`src/rtl/mem_port_arbiter_if.sv`:
```
// Request/response and memory-side bundle for mem_port_arbiter.
// The arbiter uses the slave view; requesters and the memory model use the master view.
interface mem_port_arbiter_if #(
   parameter int ADDR_W = 32,
   parameter int DATA_W = 32
);
   logic                  dbg_req;
   logic                  dbg_we;
   logic [ADDR_W-1:0]     dbg_addr;
   logic [DATA_W-1:0]     dbg_wdata;
   logic [DATA_W/8-1:0]   dbg_be;
   logic                  dbg_gnt;
   logic                  dbg_rvalid;

   logic                  ls_req;
   logic                  ls_we;
   logic [ADDR_W-1:0]     ls_addr;
   logic [DATA_W-1:0]     ls_wdata;
   logic [DATA_W/8-1:0]   ls_be;
   logic                  ls_gnt;
   logic                  ls_rvalid;

   logic                  if_req;
   logic [ADDR_W-1:0]     if_addr;
   logic                  if_gnt;
   logic                  if_rvalid;

   logic [DATA_W-1:0]     rdata;
   logic                  mem_en;
   logic                  mem_we;
   logic [ADDR_W-1:0]     mem_addr;
   logic [DATA_W-1:0]     mem_wdata;
   logic [DATA_W/8-1:0]   mem_be;
   logic [DATA_W-1:0]     mem_rdata;
   logic                  busy;

   modport slave (
      input  dbg_req, dbg_we, dbg_addr, dbg_wdata, dbg_be,
      output dbg_gnt, dbg_rvalid,
      input  ls_req, ls_we, ls_addr, ls_wdata, ls_be,
      output ls_gnt, ls_rvalid,
      input  if_req, if_addr,
      output if_gnt, if_rvalid,
      output rdata, mem_en, mem_we, mem_addr, mem_wdata, mem_be, busy,
      input  mem_rdata
   );

   modport master (
      output dbg_req, dbg_we, dbg_addr, dbg_wdata, dbg_be,
      input  dbg_gnt, dbg_rvalid,
      output ls_req, ls_we, ls_addr, ls_wdata, ls_be,
      input  ls_gnt, ls_rvalid,
      output if_req, if_addr,
      input  if_gnt, if_rvalid,
      input  rdata, mem_en, mem_we, mem_addr, mem_wdata, mem_be, busy,
      output mem_rdata
   );
endinterface

```
`src/rtl/mem_port_arbiter.sv`:
```
// Three-way arbiter (debug, load/store, fetch) in front of one single-port memory.
// One transaction in flight; fetch is promoted above load/store after STARVE_MAX lost arbitrations.
module mem_port_arbiter #(
   parameter int ADDR_W     = 32,
   parameter int DATA_W     = 32,
   parameter int MEM_LAT    = 1,
   parameter int STARVE_MAX = 4
) (
   input  logic              clk,
   input  logic              rst,
   mem_port_arbiter_if.slave bus
);
   localparam logic [3:0] LAT    = 4'(MEM_LAT);
   localparam logic [3:0] STARVE = 4'(STARVE_MAX);

   typedef enum logic [1:0] {IDLE, ISSUE, WAIT} state_t;
   typedef enum logic [1:0] {OWN_NONE, OWN_DBG, OWN_LS, OWN_IF} owner_t;

   state_t     state;
   owner_t     owner;
   owner_t     winner;
   logic [3:0] lat_cnt;
   logic [3:0] starve_cnt;
   logic [2:0] gnt_q;     // {dbg, ls, if}
   logic [2:0] rvalid_q;  // {dbg, ls, if}

   function automatic logic [2:0] sel(input owner_t o);
      case (o)
         OWN_DBG: return 3'b100;
         OWN_LS:  return 3'b010;
         OWN_IF:  return 3'b001;
         default: return 3'b000;
      endcase
   endfunction

   // NOTE: winner gets a default before the priority chain so no latch is inferred.
   always_comb begin
      winner = OWN_NONE;
      if (bus.dbg_req)                              winner = OWN_DBG;
      else if (bus.if_req && starve_cnt == STARVE)  winner = OWN_IF;
      else if (bus.ls_req)                          winner = OWN_LS;
      else if (bus.if_req)                          winner = OWN_IF;
   end

   // NOTE: all state and registered outputs use non-blocking assignments so every
   // read in this block sees the pre-edge value.
   always_ff @(posedge clk) begin
      if (!rst) begin
         state         <= IDLE;
         owner         <= OWN_NONE;
         lat_cnt       <= '0;
         starve_cnt    <= '0;
         gnt_q         <= '0;
         rvalid_q      <= '0;
         bus.busy      <= 1'b0;
         bus.mem_en    <= 1'b0;
         bus.mem_we    <= 1'b0;
         bus.mem_addr  <= '0;
         bus.mem_wdata <= '0;
         bus.mem_be    <= '0;
      end else begin
         gnt_q      <= '0;
         bus.mem_en <= 1'b0;
         case (state)
            IDLE: begin
               if (bus.if_req && winner != OWN_IF) begin
                  if (starve_cnt < STARVE) starve_cnt <= starve_cnt + 4'd1;
               end else begin
                  starve_cnt <= '0;
               end
               if (winner != OWN_NONE) begin
                  state      <= ISSUE;
                  owner      <= winner;
                  bus.busy   <= 1'b1;
                  bus.mem_en <= 1'b1;
                  gnt_q      <= sel(winner);
                  case (winner)
                     OWN_DBG: begin
                        bus.mem_we    <= bus.dbg_we;
                        bus.mem_addr  <= bus.dbg_addr;
                        bus.mem_wdata <= bus.dbg_wdata;
                        bus.mem_be    <= bus.dbg_be;
                     end
                     OWN_LS: begin
                        bus.mem_we    <= bus.ls_we;
                        bus.mem_addr  <= bus.ls_addr;
                        bus.mem_wdata <= bus.ls_wdata;
                        bus.mem_be    <= bus.ls_be;
                     end
                     default: begin
                        bus.mem_we    <= 1'b0;
                        bus.mem_addr  <= bus.if_addr;
                        bus.mem_wdata <= '0;
                        bus.mem_be    <= '1;
                     end
                  endcase
               end
            end
            ISSUE: begin
               state   <= WAIT;
               lat_cnt <= 4'd1;
               if (LAT == 4'd1) rvalid_q <= sel(owner);
            end
            WAIT: begin
               // rvalid is set one cycle early so it is high exactly while lat_cnt == LAT.
               if (lat_cnt == LAT) begin
                  state    <= IDLE;
                  bus.busy <= 1'b0;
                  rvalid_q <= '0;
                  lat_cnt  <= '0;
               end else begin
                  lat_cnt <= lat_cnt + 4'd1;
                  if (lat_cnt + 4'd1 == LAT) rvalid_q <= sel(owner);
               end
            end
            default: state <= IDLE;
         endcase
      end
   end

   assign bus.dbg_gnt    = gnt_q[2];
   assign bus.ls_gnt     = gnt_q[1];
   assign bus.if_gnt     = gnt_q[0];
   assign bus.dbg_rvalid = rvalid_q[2];
   assign bus.ls_rvalid  = rvalid_q[1];
   assign bus.if_rvalid  = rvalid_q[0];

   // Memory data is only valid in the response cycle, so rdata cannot be registered earlier.
   assign bus.rdata = (rvalid_q != 3'b000 && !bus.mem_we) ? bus.mem_rdata : '0;
endmodule

```
`src/flat_wrapper.sv`:
```
// flat-port wrapper written by rule: the top's interface ports become plain ports
module mem_port_arbiter_flat 
#(
   parameter int ADDR_W     = 32,
   parameter int DATA_W     = 32,
   parameter int MEM_LAT    = 1,
   parameter int STARVE_MAX = 4
)
  (clk, rst, bus_dbg_req, bus_dbg_we, bus_dbg_addr, bus_dbg_wdata, bus_dbg_be, bus_dbg_gnt, bus_dbg_rvalid, bus_ls_req, bus_ls_we, bus_ls_addr, bus_ls_wdata, bus_ls_be, bus_ls_gnt, bus_ls_rvalid, bus_if_req, bus_if_addr, bus_if_gnt, bus_if_rvalid, bus_rdata, bus_mem_en, bus_mem_we, bus_mem_addr, bus_mem_wdata, bus_mem_be, bus_busy, bus_mem_rdata);
  mem_port_arbiter_if #(.ADDR_W(ADDR_W), .DATA_W(DATA_W)) bus_i ();
  input  logic clk;
  input  logic rst;
  input wire logic [$bits(bus_i.dbg_req)-1:0] bus_dbg_req;
  input wire logic [$bits(bus_i.dbg_we)-1:0] bus_dbg_we;
  input wire logic [$bits(bus_i.dbg_addr)-1:0] bus_dbg_addr;
  input wire logic [$bits(bus_i.dbg_wdata)-1:0] bus_dbg_wdata;
  input wire logic [$bits(bus_i.dbg_be)-1:0] bus_dbg_be;
  output wire logic [$bits(bus_i.dbg_gnt)-1:0] bus_dbg_gnt;
  output wire logic [$bits(bus_i.dbg_rvalid)-1:0] bus_dbg_rvalid;
  input wire logic [$bits(bus_i.ls_req)-1:0] bus_ls_req;
  input wire logic [$bits(bus_i.ls_we)-1:0] bus_ls_we;
  input wire logic [$bits(bus_i.ls_addr)-1:0] bus_ls_addr;
  input wire logic [$bits(bus_i.ls_wdata)-1:0] bus_ls_wdata;
  input wire logic [$bits(bus_i.ls_be)-1:0] bus_ls_be;
  output wire logic [$bits(bus_i.ls_gnt)-1:0] bus_ls_gnt;
  output wire logic [$bits(bus_i.ls_rvalid)-1:0] bus_ls_rvalid;
  input wire logic [$bits(bus_i.if_req)-1:0] bus_if_req;
  input wire logic [$bits(bus_i.if_addr)-1:0] bus_if_addr;
  output wire logic [$bits(bus_i.if_gnt)-1:0] bus_if_gnt;
  output wire logic [$bits(bus_i.if_rvalid)-1:0] bus_if_rvalid;
  output wire logic [$bits(bus_i.rdata)-1:0] bus_rdata;
  output wire logic [$bits(bus_i.mem_en)-1:0] bus_mem_en;
  output wire logic [$bits(bus_i.mem_we)-1:0] bus_mem_we;
  output wire logic [$bits(bus_i.mem_addr)-1:0] bus_mem_addr;
  output wire logic [$bits(bus_i.mem_wdata)-1:0] bus_mem_wdata;
  output wire logic [$bits(bus_i.mem_be)-1:0] bus_mem_be;
  output wire logic [$bits(bus_i.busy)-1:0] bus_busy;
  input wire logic [$bits(bus_i.mem_rdata)-1:0] bus_mem_rdata;
  assign bus_i.dbg_req = bus_dbg_req;
  assign bus_i.dbg_we = bus_dbg_we;
  assign bus_i.dbg_addr = bus_dbg_addr;
  assign bus_i.dbg_wdata = bus_dbg_wdata;
  assign bus_i.dbg_be = bus_dbg_be;
  assign bus_dbg_gnt = bus_i.dbg_gnt;
  assign bus_dbg_rvalid = bus_i.dbg_rvalid;
  assign bus_i.ls_req = bus_ls_req;
  assign bus_i.ls_we = bus_ls_we;
  assign bus_i.ls_addr = bus_ls_addr;
  assign bus_i.ls_wdata = bus_ls_wdata;
  assign bus_i.ls_be = bus_ls_be;
  assign bus_ls_gnt = bus_i.ls_gnt;
  assign bus_ls_rvalid = bus_i.ls_rvalid;
  assign bus_i.if_req = bus_if_req;
  assign bus_i.if_addr = bus_if_addr;
  assign bus_if_gnt = bus_i.if_gnt;
  assign bus_if_rvalid = bus_i.if_rvalid;
  assign bus_rdata = bus_i.rdata;
  assign bus_mem_en = bus_i.mem_en;
  assign bus_mem_we = bus_i.mem_we;
  assign bus_mem_addr = bus_i.mem_addr;
  assign bus_mem_wdata = bus_i.mem_wdata;
  assign bus_mem_be = bus_i.mem_be;
  assign bus_busy = bus_i.busy;
  assign bus_i.mem_rdata = bus_mem_rdata;
  mem_port_arbiter #(.ADDR_W(ADDR_W), .DATA_W(DATA_W), .MEM_LAT(MEM_LAT), .STARVE_MAX(STARVE_MAX)) u_core (.clk(clk), .rst(rst), .bus(bus_i));
endmodule
```
`config.mk`:
```
export PLATFORM = sky130hd
export DESIGN_NAME = mem_port_arbiter_flat
export DESIGN_NICKNAME = d
export VERILOG_FILES = /design/src/rtl/mem_port_arbiter_if.sv /design/src/rtl/mem_port_arbiter.sv /design/src/flat_wrapper.sv
export SDC_FILE = /design/constraint.sdc
export NUM_CORES = 1
export LEC_CHECK = 0
export ABC_AREA = 1
export CORE_AREA = 2 2 121 123
export DETAILED_ROUTE_END_ITERATION = 6
export DIE_AREA = 0 0 123 125
export DONT_BUFFER_PORTS = 1
export SLEW_MARGIN = 30
export SYNTH_ARGS = -nofsm -noshare
export SYNTH_HDL_FRONTEND = slang
export SYNTH_SLANG_ARGS = --single-unit
```
`constraint.sdc`:
```
create_clock -name clk -period 2.9 [get_ports clk]
set_input_delay 0.58 -clock clk [delete_from_list [all_inputs] [get_ports clk]]
set_output_delay 0.58 -clock clk [all_outputs]
set_load 0.03 [all_outputs]
```
Word-level counts from Yosys, hierarchy flattened:

Index checks and enable logic that the tools add are counted.

* bits in registers: 89
* bits in latches: 0
* memory bits (writable): 0
* bits in read-only memories: 0
* input bits: 207
* output and inout bits: 109
* memories: 0

* add/subtract/negate cells: 2
* multiply operators: 0
* divide/modulo/power cells: 0
* $lt $le $gt $ge: 1
* equality and inequality tests: 16
* shift-type cells: 0
* multiplexer cells: 25
* bitwise gates (word level): 0
* reductions and logical operators: 16

Operator list (count)
* $pmux 32 s2: 2
* $mux 32: 1
* $pmux 3 s3: 2
* $pmux 4 s2: 2
* $mux 2: 6
* $mux 4: 3
* $eq 2x2->1 const B: 5
* $reduce_and 2->1: 5
* $add 4x1->4 const B: 2
* $eq 4x1->1 const B: 2
* $eq 2x1->1 const B: 3
* $mux 3: 2
* $pmux 2 s3: 1
* $pmux 3 s2: 1
* $reduce_and 3->1: 2
* $reduce_bool 2->1: 3
* $eq 4x3->1 const B: 1
* $lt 4x3->1 const B: 1
* $ne 2x1->1 const B: 2
* $ne 2x2->1 const B: 2
* $pmux 1 s2: 2
* $logic_and 1x1->1: 3
* $mux 1: 3
* $ne 3x1->1 const B: 1
* other kinds (3): 3

Logic depth before layout (Yosys ltp):

* depth after elaboration: 8
* mapped depth: 13
* gate-level depth less buffers: 12

Least setup slack after synthesis:

Ideal clock, no wire load.

* path kind: input port to flip-flop
* from: input port bus_dbg_req
* to: register u_core.bus.mem_addr[10]
* setup time: 0.128 ns
* arrival: 2.263 ns
* required time: 2.772 ns
* path slack: 0.509 ns
* stages: 10
* path buffers: 4
* cell sequence: clkbuf_1 -> clkbuf_1 -> a21oi_1 -> inv_1 -> ha_1 -> buf_2 -> buf_1 -> nand3_1 -> o21ai_0 -> a21oi_1

* word-level cells in the longest chain between the ends: 3
* elaborated cells on any way between the ends: 6
* those cells by class: eq/ne (2); mux (2); reduce/logical (2)

Ends and longest elaborated chain
* start: declaration: line flat_wrapper.sv:13 `input wire logic [$bits(bus_i.dbg_req)-1:0] bus_dbg_req;`
* $mux 2 (*): line mem_port_arbiter.sv:39 `if (bus.dbg_req) winner = OWN_DBG;`
* net u_core.winner[1]: line mem_port_arbiter.sv:21 `owner_t winner;`
* $eq 2x2->1 (tied with other cells): line mem_port_arbiter.sv:77 `case (winner)`
* $pmux 32 s2 or $reduce_and 2->1 (tied branches)
* end signal: assignment: line mem_port_arbiter.sv:80 `bus.mem_addr <= bus.dbg_addr;`
* end signal: assignment: line mem_port_arbiter.sv:86 `bus.mem_addr <= bus.ls_addr;`
* end signal: assignment: line mem_port_arbiter.sv:92 `bus.mem_addr <= bus.if_addr;`
* end: declaration: line mem_port_arbiter_if.sv:44 `output rdata, mem_en, mem_we, mem_addr, mem_wdata, mem_be, busy,`

The timed path passes the listed nets; every way through them passes the cells marked *.
A chain may end at the register's enable or synchronous reset.

Worst setup path in the final report:

* from: register u_core.rvalid_q[2]
* to: output port bus_rdata[13]

* word-level cells in the longest chain between the ends: 3

Ends and longest elaborated chain
* start: declaration: line mem_port_arbiter.sv:25 `logic [2:0] rvalid_q;`
* start signal: assignment: line mem_port_arbiter.sv:102 `if (LAT == 4'd1) rvalid_q <= sel(owner);`
* start signal: assignment: line mem_port_arbiter.sv:113 `if (lat_cnt + 4'd1 == LAT) rvalid_q <= sel(owner);`
* $reduce_bool 3->1: line mem_port_arbiter.sv:129 `assign bus.rdata = (rvalid_q != 3'b000 && !bus.mem_we) ? bus.mem_rdata : '0;`
* $logic_and 1x1->1: line mem_port_arbiter.sv:129
* $mux 32: line mem_port_arbiter.sv:129
* end: declaration: line flat_wrapper.sv:31 `output wire logic [$bits(bus_i.rdata)-1:0] bus_rdata;`

No other way between the ends.

==> impl_results.md <==
- Post-synth top cells: nand2_1 (169), dfxtp_1 (89), a21oi_1 (81)
- Worst-Margin Slew: 0.9429 ns
- Syn-to-layout area delta: 10.24%
- Antenna violations before repair: 0
- # rows: 44
- WL/cell: around 17 um
- Vias in the first global route: approximately 3800
- Crit path arrival time: 2.08 ns
- F_max: 0.3763 GHz
- Root Buffer: clkbuf_16
- Top-Level Pins: about 320
- Via count: roughly 4300
- Ranking of synthesized cells by area: dfxtp_1 (39%), nand2_1 (14%), a21oi_1 (8.8%)
- Die Area: 15380 um^2
- # nets final: a little under 900
- Async S/R FF share, synth: 0
- Setup TNS: 0 ns
- Pwr Density: 1008 nW/um^2
- Sequential standard cell area: 1782 um^2
- CP Cell Sequence: nor3_1 -> or2_2 -> nor2_1 -> buf_4
- Clock latency on the worst-skew pair: 0.34 ns
- Register bit total from synthesis: 89
- Cells after Synth: 670
- Dominant synthesized flop cell: dfxtp_1
- Layout cells sized above 1: 0.05521
- Netlist cell types: 22
- IR drop worst, VDD: 0.3506 mV
- Clock power share: 0.229
- Critical path class: reg -> out
- Number of buffers created by CTS: 9
- Critical path required time: about 2.3 ns
- Max capacitance violation total: 0
- Area leader, netlist: dfxtp_1
- RSZ-0062 raised after global routing: no
- CP max stage delay: 0.55 ns
- Pin count of the biggest net entering global routing: 73
- Worst setup EP type: output port
- First-pass GRT wire length: 21.02 mm
- Die width: 123 um
- Seq/Total Area, Yosys: 0.3888
- Core ar.: 14200 um^2
- Sequential Power Share: 0.411
- Slowest-stage cell, CP: dfxtp_1
- Pint: 2.633 mW
- Status: completed
- Post-synth top area share: 0.3888
- Cell with the most instances after synthesis: nand2_1
- Drt first pass iters: 4
- EDFF count, synth: 0
- Period utilization: 0.9164
- HP Class: in -> reg
- Initial drt markers: between 150 and 200
- Power, Total: about 5.1 mW
- Psw: 2.462 mW
- Non-filler cells, final: 836
- DRC Markers: 0
- Crit start category: flop
- Antenna Cells: 0
- GRT overflow: 0
- Post-CTS sizing: 0
- Switch share: 0.4832
- Drt via density: 5.134
- I/O Buffers: 0
- # Post-CTS Setup Buffers: 0
- Max FO, Critical Path: 32
- Clock sink count: roughly 90
- Post-CTS Hold Buffers: 0
- Multi-input gate area: 2350 um^2
- Final Hold Vio Count: 0
- Endpoints failing setup: 0
- Number of routed nets with antenna violations: 0
- Tot GR Track Use: 0.1815
- Post-synth design cell area: 4583 um^2
- Hold_ws: around 0.37 ns
- Filler Cells Inserted: ~1500
- Syn Area/Cell: 6.841 um^2
- Clock Skew: 0.005789 ns
- Vert. Die Dim: 125 um
- H-tree Lvls: 3
- Clk slew on worst S/H paths: approximately 0.060 ns
- Post-DP HPWL: 11.02 mm
- Routability cong.: 0.8147
- Logic gate share of total power: 0.361
- Syn_nets: around 890
- Clock Path Buffers: 2
- Worst slew margin: 0.3714
- CTS tree: yes
- Final Max Slew Viols: 0
- Initial core utilization: 0.3227
- Placed insts: just over 800
- Fin crit period: 2.658 ns
- Synth Warn #: 0
- Leak: 2.151 nW
- Final WL: 14.61 mm
==> final timing paths <==
check	startpoint	to	slack, ns	cells after the start
worst max-delay path	u_core.rvalid_q[2]	bus_rdata[13]	0.24	4
worst min-delay path	rst	u_core.rvalid_q[2]	0.37	2
worst max register to register	u_core.starve_cnt[0]	u_core.bus.mem_addr[3]	0.52	10
worst min register to register	u_core.starve_cnt[3]	u_core.starve_cnt[3]	0.47	2
==> power by group through the flow <==
stage / combinational [mW] / sequential, mW / clock, mW
floorplan: 1.51 / 2.06 / 0
global placement: 1.84 / 2.13 / 0
detailed placement: 1.84 / 2.13 / 0
CTS: 1.85 / 2.11 / 1.21
global route: 2.05 / 2.12 / 1.25
finish: 1.84 / 2.09 / 1.17
==> cell type report <==
type / count / area share
clock buffers: 11 / 0.04804
flip-flops and latches: 89 / 0.3526
repair buffers: 15 / 0.02972
well taps: 184 / 0.04557
multi-input cells: 468 / 0.4651
clock inverters: 4 / 0.01065
inverters: 65 / 0.04829
==> worst max-delay path: cells and delay by family (launching register included) <==
family	cells	cell delay (ns)
DFF	1	0.55
buffers and inverters	1	0.23
and+or+nand+nor	3	0.95
==> metal layers <==
layer,part of all wire,vias up,GRT usage
met5,0,-,0
met4,0.027,0,0.07553
met3,0.067,20,0.04243
met2,0.52,216,0.3354
met1,0.38,1900,0.1942
li1,-,2156,-
==> stage by stage <==
stage | setup WS (ns) | area, um^2 | utilization
2_1_floorplan | 0.5088 | 4583 | -
3_3_place_gp | 0.4716 | 4756 | 0.3348
3_5_place_dp | 0.4845 | 4756 | 0.3348
4_1_cts | 0.2370 | 5052 | 0.3557
5_1_grt | 0.1215 | 5052 | 0.3557
6_report | 0.2424 | 5052 | 0.3557
==> placed cells by master, fill, tap and decap left out <==
cell type | netlist | final
nor2_8 | 2 | 2
ha_1 | 14 | 12
bufinv_16 | 0 | 1
clkinvlp_4 | 0 | 2
nand2_1 | 169 | 169
clkbuf_16 | 0 | 9
clkinv_4 | 0 | 1
clkinv_1 | 1 | 1
inv_2 | 2 | 2
buf_4 | 0 | 12
a31oi_1 | 4 | 4
a22o_1 | 33 | 33
dfxtp_1 | 89 | 89
a21oi_1 | 81 | 81
nand4_1 | 2 | 2
clkbuf_1 | 29 | 1
a211oi_1 | 1 | 1
nand3_1 | 40 | 40
nor3_1 | 3 | 3
ha_2 | 0 | 2
o21ai_0 | 65 | 65
or2_2 | 1 | 1
inv_1 | 62 | 62
buf_12 | 0 | 3
o21ai_1 | 8 | 8
clkbuf_8 | 0 | 1
nor2_1 | 45 | 45
==> flip-flops by register name, summed over array words and instances, names as in the netlist <==
name,count
u_core.bus.mem_en,1
u_core.rvalid_q,3
u_core.bus.mem_be,4
u_core.bus.mem_wdata,32
u_core.bus.busy,1
u_core.starve_cnt,4
u_core.gnt_q,3
u_core.bus.mem_addr,32
u_core.lat_cnt,4
u_core.state,2
u_core.bus.mem_we,1
u_core.owner,2
==> cell families (layout without fill, tap and decap cells) <==
| family | after synthesis | count (layout) | share of synthesized area |
|---|---|---|---|
| and+or+nand+nor | 262 | 262 | 0.2351 |
| AOI/OAI and AO/OA | 192 | 192 | 0.2383 |
| buffers and inverters | 113 | 95 | 0.09964 |
| DFF | 89 | 89 | 0.3888 |
| adders and majority gates | 14 | 14 | 0.03822 |
Power figures use the tool's default switching activity.
